`src/rtl/regbank_ctx_seq_pkg.sv`:
```
// Shared types and constants for the register-bank
// context save/restore sequencer.
package regbank_ctx_pkg;

  typedef enum logic [1:0] {
    IDLE,
    SAVE,
    RESTORE,
    DONE
  } state_t;

  localparam int REG_FIRST  = 1;
  localparam int REG_LAST   = 31;
  localparam int WORD_BYTES = 4;

  // Context slot n lives at base + 4*n; wraps mod 2^32
  function automatic logic [31:0] slot_addr(
    input logic [31:0] base,
    input logic [4:0]  idx
  );
    return base + 32'(idx) * 32'(WORD_BYTES);
  endfunction

endpackage

```
`src/rtl/regbank_ctx_seq_if.sv`:
```
// Trap/core, register-bank and data-memory signals
// of the context sequencer.
interface regbank_ctx_seq_if #(
  parameter int DATA_W = 32
);
  logic              iSave;
  logic              iRestore;
  logic [31:0]       iBaseAddr;
  logic              oBusy;
  logic              oCoreStall;
  logic              oDone;
  logic              oError;
  logic [4:0]        oRegSel;
  logic [DATA_W-1:0] iRegData;
  logic              oRegWrite;
  logic [4:0]        oRegWriteAddr;
  logic [DATA_W-1:0] oRegWriteData;
  logic              oMemReq;
  logic              oMemWrite;
  logic [31:0]       oMemAddr;
  logic [DATA_W-1:0] oMemWData;
  logic              iMemAck;
  logic [DATA_W-1:0] iMemRData;

  modport master (
    input  iSave, iRestore, iBaseAddr,
    input  iRegData, iMemAck, iMemRData,
    output oBusy, oCoreStall, oDone, oError,
    output oRegSel, oRegWrite,
    output oRegWriteAddr, oRegWriteData,
    output oMemReq, oMemWrite,
    output oMemAddr, oMemWData
  );

  modport slave (
    output iSave, iRestore, iBaseAddr,
    output iRegData, iMemAck, iMemRData,
    input  oBusy, oCoreStall, oDone, oError,
    input  oRegSel, oRegWrite,
    input  oRegWriteAddr, oRegWriteData,
    input  oMemReq, oMemWrite,
    input  oMemAddr, oMemWData
  );
endinterface

```
`src/rtl/regbank_ctx_seq.sv`:
```
// Walks x1..x31, saving them to or restoring them
// from a memory context area; stalls the core meanwhile.
module regbank_ctx_seq
  import regbank_ctx_pkg::*;
#(
  parameter int DATA_W  = 32,
  parameter int TIMEOUT = 255
) (
  input logic              iCLK,
  input logic              iCLR_n,
  regbank_ctx_seq_if.master bus
);

  localparam int WD_W = $clog2(TIMEOUT + 1);

  state_t          st;
  state_t          st_nx;
  logic [4:0]      idx;
  logic [WD_W-1:0] wd;
  logic [31:0]     base;
  logic            err;

  logic is_idle;
  logic busy;
  logic xfer;
  logic last;
  logic expire;
  logic waiting;
  logic start;

  assign is_idle = (st == IDLE);
  assign busy    = (st == SAVE) || (st == RESTORE);
  assign xfer    = busy && bus.iMemAck;
  assign last    = (idx == 5'(REG_LAST));
  assign start   = bus.iSave || bus.iRestore;

  // Watchdog hits TIMEOUT on this cycle's missing ack
  assign expire  = busy && !bus.iMemAck &&
                   (wd == WD_W'(TIMEOUT - 1));
  assign waiting = busy && !bus.iMemAck && !expire;

  always_ff @(posedge iCLK or negedge iCLR_n) begin
    if (!iCLR_n) begin
      st   <= IDLE;
      idx  <= 5'(REG_FIRST);
      wd   <= '0;
      base <= '0;
      err  <= 1'b0;
    end else begin
      st <= st_nx;
      unique case (1'b1)
        is_idle: begin
          if (start) begin
            base <= {bus.iBaseAddr[31:2], 2'b00};
            idx  <= 5'(REG_FIRST);
            wd   <= '0;
            err  <= 1'b0;
          end
        end
        xfer: begin
          idx <= idx + 5'd1;
          wd  <= '0;
        end
        expire:  err <= 1'b1;
        waiting: wd  <= wd + 1'b1;
        default: ;
      endcase
    end
  end

  always_comb begin
    st_nx = st;
    unique case (st)
      IDLE: begin
        if (bus.iSave)
          st_nx = SAVE;
        else if (bus.iRestore)
          st_nx = RESTORE;
      end
      SAVE, RESTORE: begin
        if ((xfer && last) || expire)
          st_nx = DONE;
      end
      DONE:    st_nx = IDLE;
      default: st_nx = IDLE;
    endcase
  end

  logic is_save;
  logic is_rest;

  assign is_save = (st == SAVE);
  assign is_rest = (st == RESTORE);

  assign bus.oBusy      = busy;
  assign bus.oDone      = (st == DONE);
  assign bus.oCoreStall = busy || (st == DONE);
  assign bus.oError     = err;
  assign bus.oMemReq    = busy;
  assign bus.oMemWrite  = is_save;
  assign bus.oRegSel    = is_save ? idx : 5'd0;

  assign bus.oMemAddr =
    busy ? slot_addr(base, idx) : 32'd0;
  assign bus.oMemWData =
    is_save ? bus.iRegData : DATA_W'(0);

  assign bus.oRegWrite     = is_rest && bus.iMemAck;
  assign bus.oRegWriteAddr = is_rest ? idx : 5'd0;
  assign bus.oRegWriteData =
    is_rest ? bus.iMemRData : DATA_W'(0);

endmodule

```
`src/flat_wrapper.sv`:
```
// flat-port wrapper written by rule: the top's interface ports become plain ports
module regbank_ctx_seq_flat import regbank_ctx_pkg::*;
#(
  parameter int DATA_W  = 32,
  parameter int TIMEOUT = 255
)
  (iCLK, iCLR_n, bus_iSave, bus_iRestore, bus_iBaseAddr, bus_iRegData, bus_iMemAck, bus_iMemRData, bus_oBusy, bus_oCoreStall, bus_oDone, bus_oError, bus_oRegSel, bus_oRegWrite, bus_oRegWriteAddr, bus_oRegWriteData, bus_oMemReq, bus_oMemWrite, bus_oMemAddr, bus_oMemWData);
  regbank_ctx_seq_if #(.DATA_W(DATA_W)) bus_i ();
  input logic iCLK;
  input logic iCLR_n;
  input wire logic [$bits(bus_i.iSave)-1:0] bus_iSave;
  input wire logic [$bits(bus_i.iRestore)-1:0] bus_iRestore;
  input wire logic [$bits(bus_i.iBaseAddr)-1:0] bus_iBaseAddr;
  input wire logic [$bits(bus_i.iRegData)-1:0] bus_iRegData;
  input wire logic [$bits(bus_i.iMemAck)-1:0] bus_iMemAck;
  input wire logic [$bits(bus_i.iMemRData)-1:0] bus_iMemRData;
  output wire logic [$bits(bus_i.oBusy)-1:0] bus_oBusy;
  output wire logic [$bits(bus_i.oCoreStall)-1:0] bus_oCoreStall;
  output wire logic [$bits(bus_i.oDone)-1:0] bus_oDone;
  output wire logic [$bits(bus_i.oError)-1:0] bus_oError;
  output wire logic [$bits(bus_i.oRegSel)-1:0] bus_oRegSel;
  output wire logic [$bits(bus_i.oRegWrite)-1:0] bus_oRegWrite;
  output wire logic [$bits(bus_i.oRegWriteAddr)-1:0] bus_oRegWriteAddr;
  output wire logic [$bits(bus_i.oRegWriteData)-1:0] bus_oRegWriteData;
  output wire logic [$bits(bus_i.oMemReq)-1:0] bus_oMemReq;
  output wire logic [$bits(bus_i.oMemWrite)-1:0] bus_oMemWrite;
  output wire logic [$bits(bus_i.oMemAddr)-1:0] bus_oMemAddr;
  output wire logic [$bits(bus_i.oMemWData)-1:0] bus_oMemWData;
  assign bus_i.iSave = bus_iSave;
  assign bus_i.iRestore = bus_iRestore;
  assign bus_i.iBaseAddr = bus_iBaseAddr;
  assign bus_i.iRegData = bus_iRegData;
  assign bus_i.iMemAck = bus_iMemAck;
  assign bus_i.iMemRData = bus_iMemRData;
  assign bus_oBusy = bus_i.oBusy;
  assign bus_oCoreStall = bus_i.oCoreStall;
  assign bus_oDone = bus_i.oDone;
  assign bus_oError = bus_i.oError;
  assign bus_oRegSel = bus_i.oRegSel;
  assign bus_oRegWrite = bus_i.oRegWrite;
  assign bus_oRegWriteAddr = bus_i.oRegWriteAddr;
  assign bus_oRegWriteData = bus_i.oRegWriteData;
  assign bus_oMemReq = bus_i.oMemReq;
  assign bus_oMemWrite = bus_i.oMemWrite;
  assign bus_oMemAddr = bus_i.oMemAddr;
  assign bus_oMemWData = bus_i.oMemWData;
  regbank_ctx_seq #(.DATA_W(DATA_W), .TIMEOUT(TIMEOUT)) u_core (.iCLK(iCLK), .iCLR_n(iCLR_n), .bus(bus_i));
endmodule
```
`config.mk`:
```
export PLATFORM = sky130hd
export DESIGN_NAME = regbank_ctx_seq_flat
export DESIGN_NICKNAME = d
export VERILOG_FILES = /design/src/rtl/regbank_ctx_seq_pkg.sv /design/src/rtl/regbank_ctx_seq_if.sv /design/src/rtl/regbank_ctx_seq.sv /design/src/flat_wrapper.sv
export SDC_FILE = /design/constraint.sdc
export NUM_CORES = 1
export LEC_CHECK = 0
export ABC_AREA = 1
export BUFFER_PORTS_ARGS = -buffer_cell sky130_fd_sc_hd__buf_2
export CAP_MARGIN = 20
export CELL_PAD_IN_SITES_DETAIL_PLACEMENT = 0
export CELL_PAD_IN_SITES_GLOBAL_PLACEMENT = 2
export CORE_MARGIN = 4
export CORE_UTILIZATION = 21
export DETAILED_ROUTE_END_ITERATION = 10
export PLACE_DENSITY_LB_ADDON = 0.15
export RECOVER_POWER = 50
export SYNTH_ARGS = -nofsm -noshare
export SYNTH_HDL_FRONTEND = slang
export SYNTH_SLANG_ARGS = --single-unit
```
`constraint.sdc`:
```
create_clock -name iCLK -period 2.6 [get_ports iCLK]
set_input_delay 0 -clock iCLK [delete_from_list [all_inputs] [get_ports iCLK]]
set_output_delay 0 -clock iCLK [all_outputs]
set_load 0.005 [all_outputs]
```
Word-level counts from Yosys, hierarchy flattened
Index checks and enable logic that the tools add are counted.
{"block": "word_totals", "input_bits": 101, "reg_bits": 46}
{"block": "classes", "eq_ne": 8, "addsub": 3, "reduce_logical": 22, "muxes": 15}
{"operator": "two-way mux 32 bit", "count": 3}
{"operator": "adder 32 x 7 -> 32 bit", "count": 1}
{"operator": "case mux 8 bit (3 select lines)", "count": 1}
{"operator": "two-way mux 5 bit", "count": 3}
{"operator": "case mux 5 bit (2 select lines)", "count": 1}
{"operator": "AND reduction 2 bit", "count": 5}
{"operator": "adder 8 x 1 -> 8 bit (second input constant)", "count": 1}
{"operator": "equality test 8 bit (second input constant)", "count": 1}
{"operator": "two-way mux 8 bit", "count": 1}
{"operator": "logical AND 1 bit", "count": 6}
{"operator": "two-way mux 2 bit", "count": 3}
{"operator": "case mux 2 bit (3 select lines)", "count": 1}
{"operator": "adder 5 x 1 -> 5 bit (second input constant)", "count": 1}
{"operator": "equality test 5 bit (second input constant)", "count": 1}
{"operator": "equality test 2 bit (second input constant)", "count": 2}
{"operator": "logical OR 1 bit", "count": 4}
{"operator": "nonzero test 2 bit", "count": 2}
{"operator": "inequality test 3 bit (second input constant)", "count": 1}
{"operator": "nonzero test 3 bit", "count": 1}
{"operator": "equality test 2 x 1 -> 1 bit (second input constant)", "count": 1}
{"operator": "zero test 1 bit", "count": 2}
{"operator": "zero test 2 bit", "count": 1}
{"operator": "inequality test 2 x 1 -> 1 bit (second input constant)", "count": 1}
{"operator": "inequality test 2 bit (second input constant)", "count": 1}
{"operator": "other kinds (3)", "count": 3}

Depth between registers and ports, before layout
{"block": "depth", "ltp_word": 8, "ltp_mapped": 12, "mapped_depth_nobuf": 12}

Worst setup path before layout
No wires, ideal clock.
{"block": "synth_timing", "path_kind": "reg2out", "start": "register u_core.idx[0]", "end": "output port bus_oMemAddr[18]", "arrival_ns": 1.857, "setup_slack_ns": 0.743, "path_stages_with_launch": 13, "path_cell_list": "dfstp_2 > ha_1 > inv_1 > fa_1 > inv_1 > nand3_1 > nand2_1 > nand2_1 > nand2_2 > nand2_1 > nand2_1 > nand2_1 > nor2_1"}
{"block": "synth_via", "elab_chain_len": 2}
{"item": "from (decl)", "line_no": "regbank_ctx_seq.sv:18", "rtl": "logic [4:0] idx;"}
{"item": "from (signal assigned)", "line_no": "regbank_ctx_seq.sv:45", "rtl": "idx <= 5'(REG_FIRST);"}
{"item": "from (signal assigned)", "line_no": "regbank_ctx_seq.sv:55", "rtl": "idx <= 5'(REG_FIRST);"}
{"item": "from (signal assigned)", "line_no": "regbank_ctx_seq.sv:61", "rtl": "idx <= idx + 5'd1;"}
{"item": "adder 32 x 7 -> 32 bit", "line_no": "regbank_ctx_seq_pkg.sv:21", "rtl": "return base + 32'(idx) * 32'(WORD_BYTES);"}
{"item": "two-way mux 32 bit", "line_no": "regbank_ctx_seq.sv:104", "rtl": "busy ? slot_addr(base, idx) : 32'd0;"}
{"item": "to (decl)", "line_no": "flat_wrapper.sv:27", "rtl": "output wire logic [$bits(bus_i.oMemAddr)-1:0] bus_oMemAddr;"}
No other way between the ends.

Final worst setup path
Ends and elaborated chain as after synthesis.

==> impl_results.md <==
- Clock Skews: about 3.0 ps
- Detailed Routing Iterations Pass 1: 5
- Total CTS buffers: 5
- Layout cells sized above 1: 24.7%
- Number of diodes: 0
- Final Cell Area: approximately 0.0057 mm²
- Crit Path Max Fanout: 6
- Worst Setup Start Kind: flop
- Vias in the first global route: about 4400
- Register area: 0.00115 mm²
- Max-Cap Viols: 0
- Worst-Margin Slew: 1480 ps
- Final TNS setup: 0 ps
- Fin nets: 1027
- RSZ-0062 raised after global routing: no
- Antenna Nets Post-Route: 0
- Post-synth top area cell: dfrtp_1
- Worst Hold Class: input pin to flop
- Final wirelength: 15200 µm
- Placer Congestion: 0.834
- CP endpoint kind: output port
- Area taken by multi-input logic gates: 0.00223 mm²
- Fmax: 421 MHz
- Cells after synthesis: slightly below 700
- Post-Syn Area: 0.00398 mm²
- Number of synthesized flops with an enable pin: 0
- Drt drc: 0
- Peak VDD IR: 0.365 mV
- Die height: 146 µm
- H-tree depth: 2
- Top post-synthesis cells by count: nand2_1, inv_1, nor2_1
- Synth cell types: 36
- Avg Inst Size Synth: 5.89 µm²
- Most used flip-flop cell after synthesis: dfrtp_1
- Total GRT Usage: about 14%
- Tmin final: 2370 ps
- CTS root buffer: clkbuf_16
- Final-report max-slew violation count: 0
- Pwr dens: 930 mW/mm²
- Top cells by area, synth: dfrtp_1, nand2_1, inv_1
- I/O pin total: 214
- Lkg Pwr: 3.54 nW
- Worst Path Arrival: 2370 ps
- Hold depth: 4
- Antenna violations before repair: 0
- CTS tree: yes
- Sequential area share after synthesis: about 29%
- IO buf count: ~210
- Largest net degree at the start of global routing: 35
- Area delta synth->final: 43.2%
- Width of the die: 146 µm
- Via count: 4728
- Final setup violation count: 0
- Drt via density: 4.13
- Synthesis-stage register bit count: 46
- # rows: 50
- Status: finished, final reports clean
- Req. time, crit path: 2600 ps
- DPL Wire Length: 12500 µm
- Core area: approximately 0.019 mm²
- Clk buf depth: 2
- WL per Instance: roughly 13 µm
- Clock Sinks: 46
- Ys async rst share: 100%
- Dpl cell area: 0.00530 mm²
- Final Hold Viols: 0
- Worst setup path class: flop to output port
- R2r worst-path depth: 8
- Most frequent cell after synthesis: nand2_1
- DRT iter0 DRCs: approximately 160
- Initial Util: 21.3%
- First-pass GRT wire length: 24100 µm
- Final worst-path cycle share: 91.3%
- Post-synth top area share: 28.3%
- Yosys warns: 0
- Clk_lat worst skew: between 200 and 300 ps
- Clock-pin slew on the worst setup and hold paths: 70 ps
- Final global-route overflow total: 0
- Relative slew slack: 1.35%
- Die area: 0.0212 mm²
- Final-layout fill cell count: 2126
==> metal layers <==
metal,up-vias,part of all wire (%),GRT usage [%]
met5,-,0,0
met4,0,0.98,2.66
met3,8,4.9,2.24
met2,159,46,23.4
met1,2076,48,19.2
li1,2485,-,-
==> flip-flops by register name (all words and copies together), names as in the netlist <==
signal             flops
u_core.idx             5
u_core.st              2
u_core.wd              8
u_core.bus.oError      1
u_core.base           30
==> through the flow <==
stage | cells | hold WS, ps | setup slack [ps] | total power, W | util, %
floorplan | 676 | -296 | 743 | 0.00325 | -
global placement | 1106 | 53.2 | 348 | 0.00477 | 28.4
detailed placement | 1106 | 57.3 | 345 | 0.00476 | 28.4
CTS | 1145 | 32.9 | 26.2 | 0.00547 | 30.8
global route | 1146 | 60.7 | 54.5 | 0.00590 | 30.5
finish | 1146 | 24.5 | 226 | 0.00530 | 30.5
==> timing repair <==
| item | CTS | global route |
|---|---|---|
| endpoints found under the setup margin | 0 | 7 |
| endpoints found under the hold margin | 51 | 0 |
| gates resized for setup | 0 | 3 |
| buffers inserted | 0 | 1 |
| hold buffers | 31 | 0 |
==> power by group <==
part / internal [W] / switching [W]
Combinational: 0.00119 / 0.00208
Sequential: 0.00100 / 0.000367
Clock: 0.000358 / 0.000299
Total: 0.00255 / 0.00275
==> critical path: stages (launching register included) <==
cell and delay (ps):
dfstp_2 550, ha_2 200, inv_1 50, fa_1 390, inv_2 110, nand3_1 80
nand2_2 120, nand2_1 70, nand2_2 120, nand2_1 80, nand2_1 60, nand2_1 40
nor2_1 90, buf_2 120
==> cell type report <==
| type | instances | share of cell area (%) |
|---|---|---|
| multi-input combinational | 478 | 39.2 |
| timing repair buffer | 246 | 24.1 |
| sequential | 46 | 20.2 |
| inverter | 134 | 8.84 |
| tap | 234 | 5.14 |
| clock buffer | 6 | 2.26 |
| clock inverter | 2 | 0.242 |
==> cells in the final DEF (no fill, tap or decap), drive strengths merged <==
cell type,count
nand2,269
buf,184
inv,133
nor2,76
dfrtp,45
nand3,41
clkbuf,37
o21ai,35
dlygate4sd3,31
a21oi,21
ha,14
nand4,5
xor2,4
clkinv,3
xnor2,2
conb,2
or2,2
nor2b,1
nor3,1
o31ai,1
o22ai,1
a31oi,1
o21bai,1
fa,1
dfstp,1
==> kinds of logic (layout without fill, tap and decap cells) <==
kind of cell	after synthesis	in the layout	synth area share, %
XOR/XNOR	6	6	1.32
buffers and inverters	152	388	14.8
flip-flops	46	46	29.0
adder cells (fa/ha/maj)	15	15	4.91
other	1	2	0.0943
AO/OA/AOI/OAI	60	60	8.50
AND/OR/NAND/NOR	395	395	41.4
==> worst paths after layout <==
| check | startpoint | slack (ps) | to |
|---|---|---|---|
| max | u_core.idx[0] | 230 | bus_oMemAddr[18] |
| min | bus_iSave | 20 | u_core.st[1] |
| max reg2reg | u_core.st[0] | 580 | u_core.wd[2] |
| min reg2reg | u_core.bus.oError | 490 | u_core.bus.oError |
| max in group asynchronous | iCLR_n | 620 | u_core.base[2] |
| min in group asynchronous | iCLR_n | 600 | u_core.idx[4] |
Note: power is estimated with default switching activity, not from simulation.
